[config.mk]
export PLATFORM = sky130hd
export DESIGN_NAME = nec_ir_tx
export DESIGN_NICKNAME = d
export VERILOG_FILES = /design/src/rtl/nec_ir_tx.sv
export SDC_FILE = /design/constraint.sdc
export NUM_CORES = 1
export LEC_CHECK = 0
export CORE_UTILIZATION = 60
export DETAILED_ROUTE_END_ITERATION = 10
export DONT_BUFFER_PORTS = 1
export MAX_ROUTING_LAYER = met4
export PLACE_DENSITY = 0.76
export REMOVE_ABC_BUFFERS = 1
export SETUP_SLACK_MARGIN = 0.3
export SYNTH_ARGS = -nofsm -noshare
export SYNTH_HDL_FRONTEND = slang
export SYNTH_SLANG_ARGS = --single-unit
export TNS_END_PERCENT = 100
[constraint.sdc]
create_clock -name clk_i -period 9 [get_ports clk_i]
set_clock_uncertainty 0.2 [all_clocks]
set_input_delay 1.35 -clock clk_i [delete_from_list [all_inputs] [get_ports clk_i]]
set_output_delay 1.35 -clock clk_i [all_outputs]
set_load 0.01 [all_outputs]
[src/rtl/nec_ir_tx.sv]
// -----------------------------------------------------------------------------
// nec_ir_tx
//   NEC infrared frame transmitter. Serialises an 8-bit address and an 8-bit
//   command into an NEC pulse train, or sends an NEC repeat code. Drives the
//   board IR LED and feeds the IR receive path for loopback self-test.
//
//   Frame: 16T lead mark, 8T lead space (4T for a repeat code), then for a
//   full frame 32 bits {~command, command, ~address, address} LSB first, each
//   a 1T mark followed by a 1T (bit 0) or 3T (bit 1) space, then a 1T stop
//   mark and a GAP_UNITS*T idle gap.
//
// Parameters
//   UNIT_CYCLES  clk cycles per NEC base unit T (>= 2)
//   GAP_UNITS    idle units after the stop mark before busy_o drops (>= 1)
//   CARRIER_DIV  clk cycles per carrier half-period (carrier build only)
//
// Configuration
//   NEC_TX_CARRIER_EN  when defined, marks are modulated with a carrier that
//                      toggles every CARRIER_DIV clocks and restarts high on
//                      entry to each mark; spaces stay 0. When undefined,
//                      ir_o is the plain envelope. Timing is identical.
//
// Ports
//   clk_i      system clock
//   rst_i      asynchronous active-high reset
//   start_i    transmit request, sampled only in IDLE
//   repeat_i   sampled with start_i: 1 = repeat code, 0 = full frame
//   address_i  NEC address, latched when start is accepted
//   command_i  NEC command, latched when start is accepted
//   busy_o     high from start acceptance until the gap ends
//   done_o     one-cycle pulse on the edge where busy_o falls
//   ir_o       1 = mark (LED on), 0 = space
//   state_o    current FSM state (debug observation)
//
// Handshake: start_i is a request and ~busy_o is the ready. A request is
// taken on any edge where the FSM is in IDLE and start_i=1; requests while
// busy (including the edge on which busy_o falls) are dropped, not queued.
// -----------------------------------------------------------------------------
module nec_ir_tx #(
    parameter int UNIT_CYCLES = 28125,
    parameter int GAP_UNITS   = 16,
    parameter int CARRIER_DIV = 658
) (
    input  logic       clk_i,
    input  logic       rst_i,
    input  logic       start_i,
    input  logic       repeat_i,
    input  logic [7:0] address_i,
    input  logic [7:0] command_i,
    output logic       busy_o,
    output logic       done_o,
    output logic       ir_o,
    output logic [2:0] state_o
);

    typedef enum logic [2:0] {
        IDLE       = 3'd0,
        LEAD_MARK  = 3'd1,
        LEAD_SPACE = 3'd2,
        BIT_MARK   = 3'd3,
        BIT_SPACE  = 3'd4,
        STOP_MARK  = 3'd5,
        GAP        = 3'd6
    } state_t;

`ifdef NEC_TX_CARRIER_EN
    localparam bit CARRIER_ON = 1'b1;
`else
    localparam bit CARRIER_ON = 1'b0;
`endif

    // The longest state is either the 16T lead mark or the gap.
    localparam int LONGEST_UNITS = (GAP_UNITS > 16) ? GAP_UNITS : 16;
    localparam int CNT_W         = $clog2(LONGEST_UNITS * UNIT_CYCLES);
    localparam int CAR_W         = (CARRIER_DIV > 2) ? $clog2(CARRIER_DIV) : 1;
    localparam logic [CAR_W-1:0] CAR_LOAD = CAR_W'(CARRIER_DIV - 1);

    // Reload value for a state lasting n units: the counter runs n*T-1 down
    // to 0 and the state changes on the edge where it reads 0.
    function automatic logic [CNT_W-1:0] units(input int n);
        return CNT_W'(n * UNIT_CYCLES - 1);
    endfunction

    state_t             state;
    logic [CNT_W-1:0]   unit_cnt;
    logic [5:0]         bit_cnt;
    logic [7:0]         addr_q;
    logic [7:0]         cmd_q;
    logic               rep_q;
    logic [CAR_W-1:0]   car_cnt;

    logic [31:0]        payload;
    logic               cur_bit;
    logic               in_mark;

    assign payload = {~cmd_q, cmd_q, ~addr_q, addr_q};
    assign cur_bit = payload[bit_cnt[4:0]];
    assign in_mark = (state == LEAD_MARK) || (state == BIT_MARK) || (state == STOP_MARK);
    assign state_o = state;

    always_ff @(posedge clk_i or posedge rst_i) begin
        if (rst_i) begin
            state    <= IDLE;
            unit_cnt <= '0;
            bit_cnt  <= '0;
            addr_q   <= '0;
            cmd_q    <= '0;
            rep_q    <= 1'b0;
            car_cnt  <= '0;
            busy_o   <= 1'b0;
            done_o   <= 1'b0;
            ir_o     <= 1'b0;
        end else begin
            done_o <= 1'b0;

            // Every mark entry sets ir_o high and restarts the carrier phase;
            // every space entry sets ir_o low.
            case (state)
                IDLE: begin
                    if (start_i) begin
                        addr_q   <= address_i;
                        cmd_q    <= command_i;
                        rep_q    <= repeat_i;
                        state    <= LEAD_MARK;
                        unit_cnt <= units(16);
                        busy_o   <= 1'b1;
                        ir_o     <= 1'b1;
                        car_cnt  <= CAR_LOAD;
                    end
                end

                LEAD_MARK: begin
                    if (unit_cnt == '0) begin
                        state    <= LEAD_SPACE;
                        unit_cnt <= rep_q ? units(4) : units(8);
                        ir_o     <= 1'b0;
                    end else begin
                        unit_cnt <= unit_cnt - 1'b1;
                    end
                end

                LEAD_SPACE: begin
                    if (unit_cnt == '0) begin
                        state    <= rep_q ? STOP_MARK : BIT_MARK;
                        unit_cnt <= units(1);
                        bit_cnt  <= '0;
                        ir_o     <= 1'b1;
                        car_cnt  <= CAR_LOAD;
                    end else begin
                        unit_cnt <= unit_cnt - 1'b1;
                    end
                end

                BIT_MARK: begin
                    if (unit_cnt == '0) begin
                        state    <= BIT_SPACE;
                        unit_cnt <= cur_bit ? units(3) : units(1);
                        ir_o     <= 1'b0;
                    end else begin
                        unit_cnt <= unit_cnt - 1'b1;
                    end
                end

                BIT_SPACE: begin
                    if (unit_cnt == '0) begin
                        if (bit_cnt == 6'd31) begin
                            state <= STOP_MARK;
                        end else begin
                            state   <= BIT_MARK;
                            bit_cnt <= bit_cnt + 6'd1;
                        end
                        unit_cnt <= units(1);
                        ir_o     <= 1'b1;
                        car_cnt  <= CAR_LOAD;
                    end else begin
                        unit_cnt <= unit_cnt - 1'b1;
                    end
                end

                STOP_MARK: begin
                    if (unit_cnt == '0) begin
                        state    <= GAP;
                        unit_cnt <= units(GAP_UNITS);
                        ir_o     <= 1'b0;
                    end else begin
                        unit_cnt <= unit_cnt - 1'b1;
                    end
                end

                GAP: begin
                    if (unit_cnt == '0) begin
                        state  <= IDLE;
                        busy_o <= 1'b0;
                        done_o <= 1'b1;
                    end else begin
                        unit_cnt <= unit_cnt - 1'b1;
                    end
                end

                default: begin
                    state    <= IDLE;
                    unit_cnt <= '0;
                    busy_o   <= 1'b0;
                    ir_o     <= 1'b0;
                end
            endcase

            // Carrier inside a mark that is not ending this cycle. Mark exits
            // (counter at 0) are left to the state logic above.
            if (CARRIER_ON && in_mark && (unit_cnt != '0)) begin
                if (car_cnt == '0) begin
                    ir_o    <= ~ir_o;
                    car_cnt <= CAR_LOAD;
                end else begin
                    car_cnt <= car_cnt - 1'b1;
                end
            end
        end
    end

endmodule

==> flow_metrics.env <==
export IMPL_rows=25
export IMPL_pre_cts_slack_ps=5870
export IMPL_io_buffers=0
export IMPL_insertion_delay_ps=320
export IMPL_slew_violations=0
export IMPL_drc_errors=0
export IMPL_cap_viol_max_count=0
export IMPL_setup_viol=0
export IMPL_fin_setup_tns_ps=0
export IMPL_htree_levels=2
export IMPL_grt_ovfl_total=0
export IMPL_synth_cell_area_sq_um=3100
export IMPL_cts_sinks=48
export IMPL_viasPerCell=6.79
export IMPL_grt_usage_pct=33.9
export IMPL_fmax_mhz=320
export IMPL_antenna_found_initial=0
export IMPL_die_width_microns=73.9
export IMPL_grt_pass1_vias=2648
export IMPL_syn_avg_cell_area_sq_um=8.98
export IMPL_dr_pass1_iters=7
export IMPL_cts_resized=0
export IMPL_root_buffer="clkbuf_8"
export IMPL_hold_viol_final=0
export IMPL_vias=2742
export IMPL_final_nets=361
export IMPL_drt_iter0_drc=352
export IMPL_antenna_cells=0
export IMPL_path_class="reg -> reg"
export IMPL_io_pins=26
export IMPL_seq_area_frac_synth_pct=38.8
export IMPL_cp_required_ps=9010
export IMPL_outcome="complete, no violations"
export IMPL_start_kind="flip-flop"
export IMPL_clk_pin_slew_ps=100
export IMPL_power_density_nw_per_um2=152
export IMPL_final_cell_mix="dfrtp_1, nor2_1, nand2_1"
export IMPL_grt_pass1_wl_microns=13400
export IMPL_p_leak_nw=1.36
export IMPL_syn_inst=345
export IMPL_dp_cells=396
export IMPL_fin_crit_ps=3120
export IMPL_layout_commonest_cell="dfrtp_1"
export IMPL_fin_crit_sh_pct=34.7
export IMPL_nFillCells=388
export IMPL_cts_tree="yes"
export IMPL_die_area_sq_um=5450
export IMPL_numCtsBuffers=5
export IMPL_post_cts_setup_buffer_count=0
export IMPL_die_h_microns=73.9
export IMPL_hold_buffers=0
export IMPL_routedWlPerCell_microns=19.5
export IMPL_hold_path_class="reg -> reg"
export IMPL_rsz0062_at_grt="no"
export IMPL_final_layout_size_suffix_gt1_share_pct=14.5
export IMPL_cp_max_fo=8
export IMPL_dp_hpwl_microns=5390
export IMPL_multi_input_area_sq_um=1790
export IMPL_synth_distinct_cells=59
export IMPL_stdcell_count=404
export IMPL_relSlewSlack_pct=32.9
export IMPL_grt_max_degree=49
export IMPL_clockBufferDepth=2
export IMPL_crit_arrival_ps=3140
export IMPL_ant_nets=0
export IMPL_yosysWarnings=0
export IMPL_crit_chain="mux4_2 > mux2_2 > ha_1 > mux2_2 > or2_2 > o21ai_0 > o21ai_0 > a22o_1"
export IMPL_gp_congestion=0.926
export IMPL_cp_slowest_cell="mux4_2"
export IMPL_drt_wl_total_microns=7890
export IMPL_tightest_slew_ps=1010
export IMPL_worst_slack_ps=5880
export IMPL_syn2layout_area_growth_pct=4.89
export IMPL_seq_area_sq_um=1200
export IMPL_synthFlopType="dfrtp_1"
export IMPL_async_reset_ff_share_pct=100
export IMPL_initial_core_util_pct=63.9
export IMPL_ys_seq_elements=48
export IMPL_peakVddDrop_v=0.000132
export IMPL_synth_edff_count=0
export IMPL_cp_end_kind="flip-flop"
export IMPL_fp_coreArea_sq_um=4850
export IMPL_slowest_delay_ps=560
per-layer routing:
| layer | track usage, % | vias up | share of wire (%) |
|---|---|---|---|
| li1 | - | 1263 | - |
| met2 | 48.6 | 140 | 45 |
| met1 | 48.5 | 1312 | 44 |
| met4 | 10.7 | 0 | 2.2 |
| met5 | - | - | 0 |
| met3 | 6.45 | 27 | 8.7 |
sequential cells by signal, indices dropped and copies added (netlist names):
signal and count:
rep_q 1, cmd_q 8, done_o 1, bit_cnt 6, ir_o 1, state_o 3
addr_q 8, busy_o 1, unit_cnt 19
power breakdown:
group / total (W) / switching, W / internal [W]
logic: 0.0000740 / 0.0000366 / 0.0000374
clock network: 0.000142 / 0.0000845 / 0.0000574
registers: 0.000277 / 0.0000385 / 0.000239
kinds of logic (layout without fill, tap and decap cells):
group / count (synthesis) / count (layout) / share of synthesized area [%]
AOI/OAI and AO/OA: 99 / 99 / 20.8
muxes: 25 / 25 / 10.5
DFF: 48 / 48 / 38.8
and+or+nand+nor: 126 / 126 / 21.0
buffers and inverters: 32 / 24 / 3.96
xor gates and xnor gates: 9 / 9 / 2.54
adders and majority gates: 6 / 6 / 2.34
stage by stage:
stage	total power, W	hold WS [ps]	utilization, %	instance area (sq um)
after CTS	0.000492	284	67.0	3250
after floorplan	0.000334	238	-	3010
after global placement	0.000351	268	65.1	3150
after detailed placement	0.000355	272	65.1	3150
final	0.000493	291	67.0	3250
after global routing	0.000516	321	67.0	3250
worst max-delay path, delay by kind of cell, from the launching register on:
kind / cells / cell delay [ps]
fa+ha+maj: 1 / 270
simple gates: 1 / 290
compound gates: 3 / 540
flops: 1 / 550
mux: 3 / 1150
final timing paths:
path                       slack [ps]                   start                  endpoint  depth (start not counted)
setup / recovery                 5880  bit_cnt[0]$_DFFE_PP0P_  unit_cnt[13]$_DFFE_PP0P_                          8
hold / removal                    290  bit_cnt[5]$_DFFE_PP0P_    bit_cnt[5]$_DFFE_PP0P_                          1
setup reg to reg                 5880  bit_cnt[0]$_DFFE_PP0P_  unit_cnt[13]$_DFFE_PP0P_                          8
hold reg to reg                   290  bit_cnt[5]$_DFFE_PP0P_    bit_cnt[5]$_DFFE_PP0P_                          1
max in group asynchronous        7030                   rst_i    state_o[1]$_DFFE_PP0P_                          1
min in group asynchronous         920                   rst_i  unit_cnt[16]$_DFFE_PP0P_                          1
cells in the mapped netlist, types with 3 or more instances:
master	instances	area, sq um
a32oi_1	3	26.3
a22oi_1	3	22.5
ha_1	5	62.6
o21bai_1	3	22.5
or4_1	3	22.5
nand2b_1	3	18.8
nor3_1	12	60.1
and3_1	4	25.0
a211oi_1	3	22.5
or3_1	3	18.8
mux2_2	20	225
mux4_2	4	90.1
a211o_1	3	26.3
dfrtp_1	48	1200
o21ai_0	26	130
clkbuf_1	19	71.3
o31ai_1	4	30.0
a22o_1	3	26.3
nand2_1	32	120
a21oi_1	23	115
o22ai_1	4	25.0
xnor2_1	4	35.0
inv_1	9	33.8
nand3_1	12	60.1
nor4_1	8	50.1
nor2_1	32	120
xor2_1	5	43.8
cell type report:
cell class / instances / area share [%]
timing repair buffer: 6 / 1.39
sequential: 48 / 37.0
inverter: 10 / 1.16
clock inverter: 3 / 0.809
tap: 67 / 2.58
multi-input combinational: 265 / 55.0
clock buffer: 5 / 2.12
(Power assumes the default switching activity.)
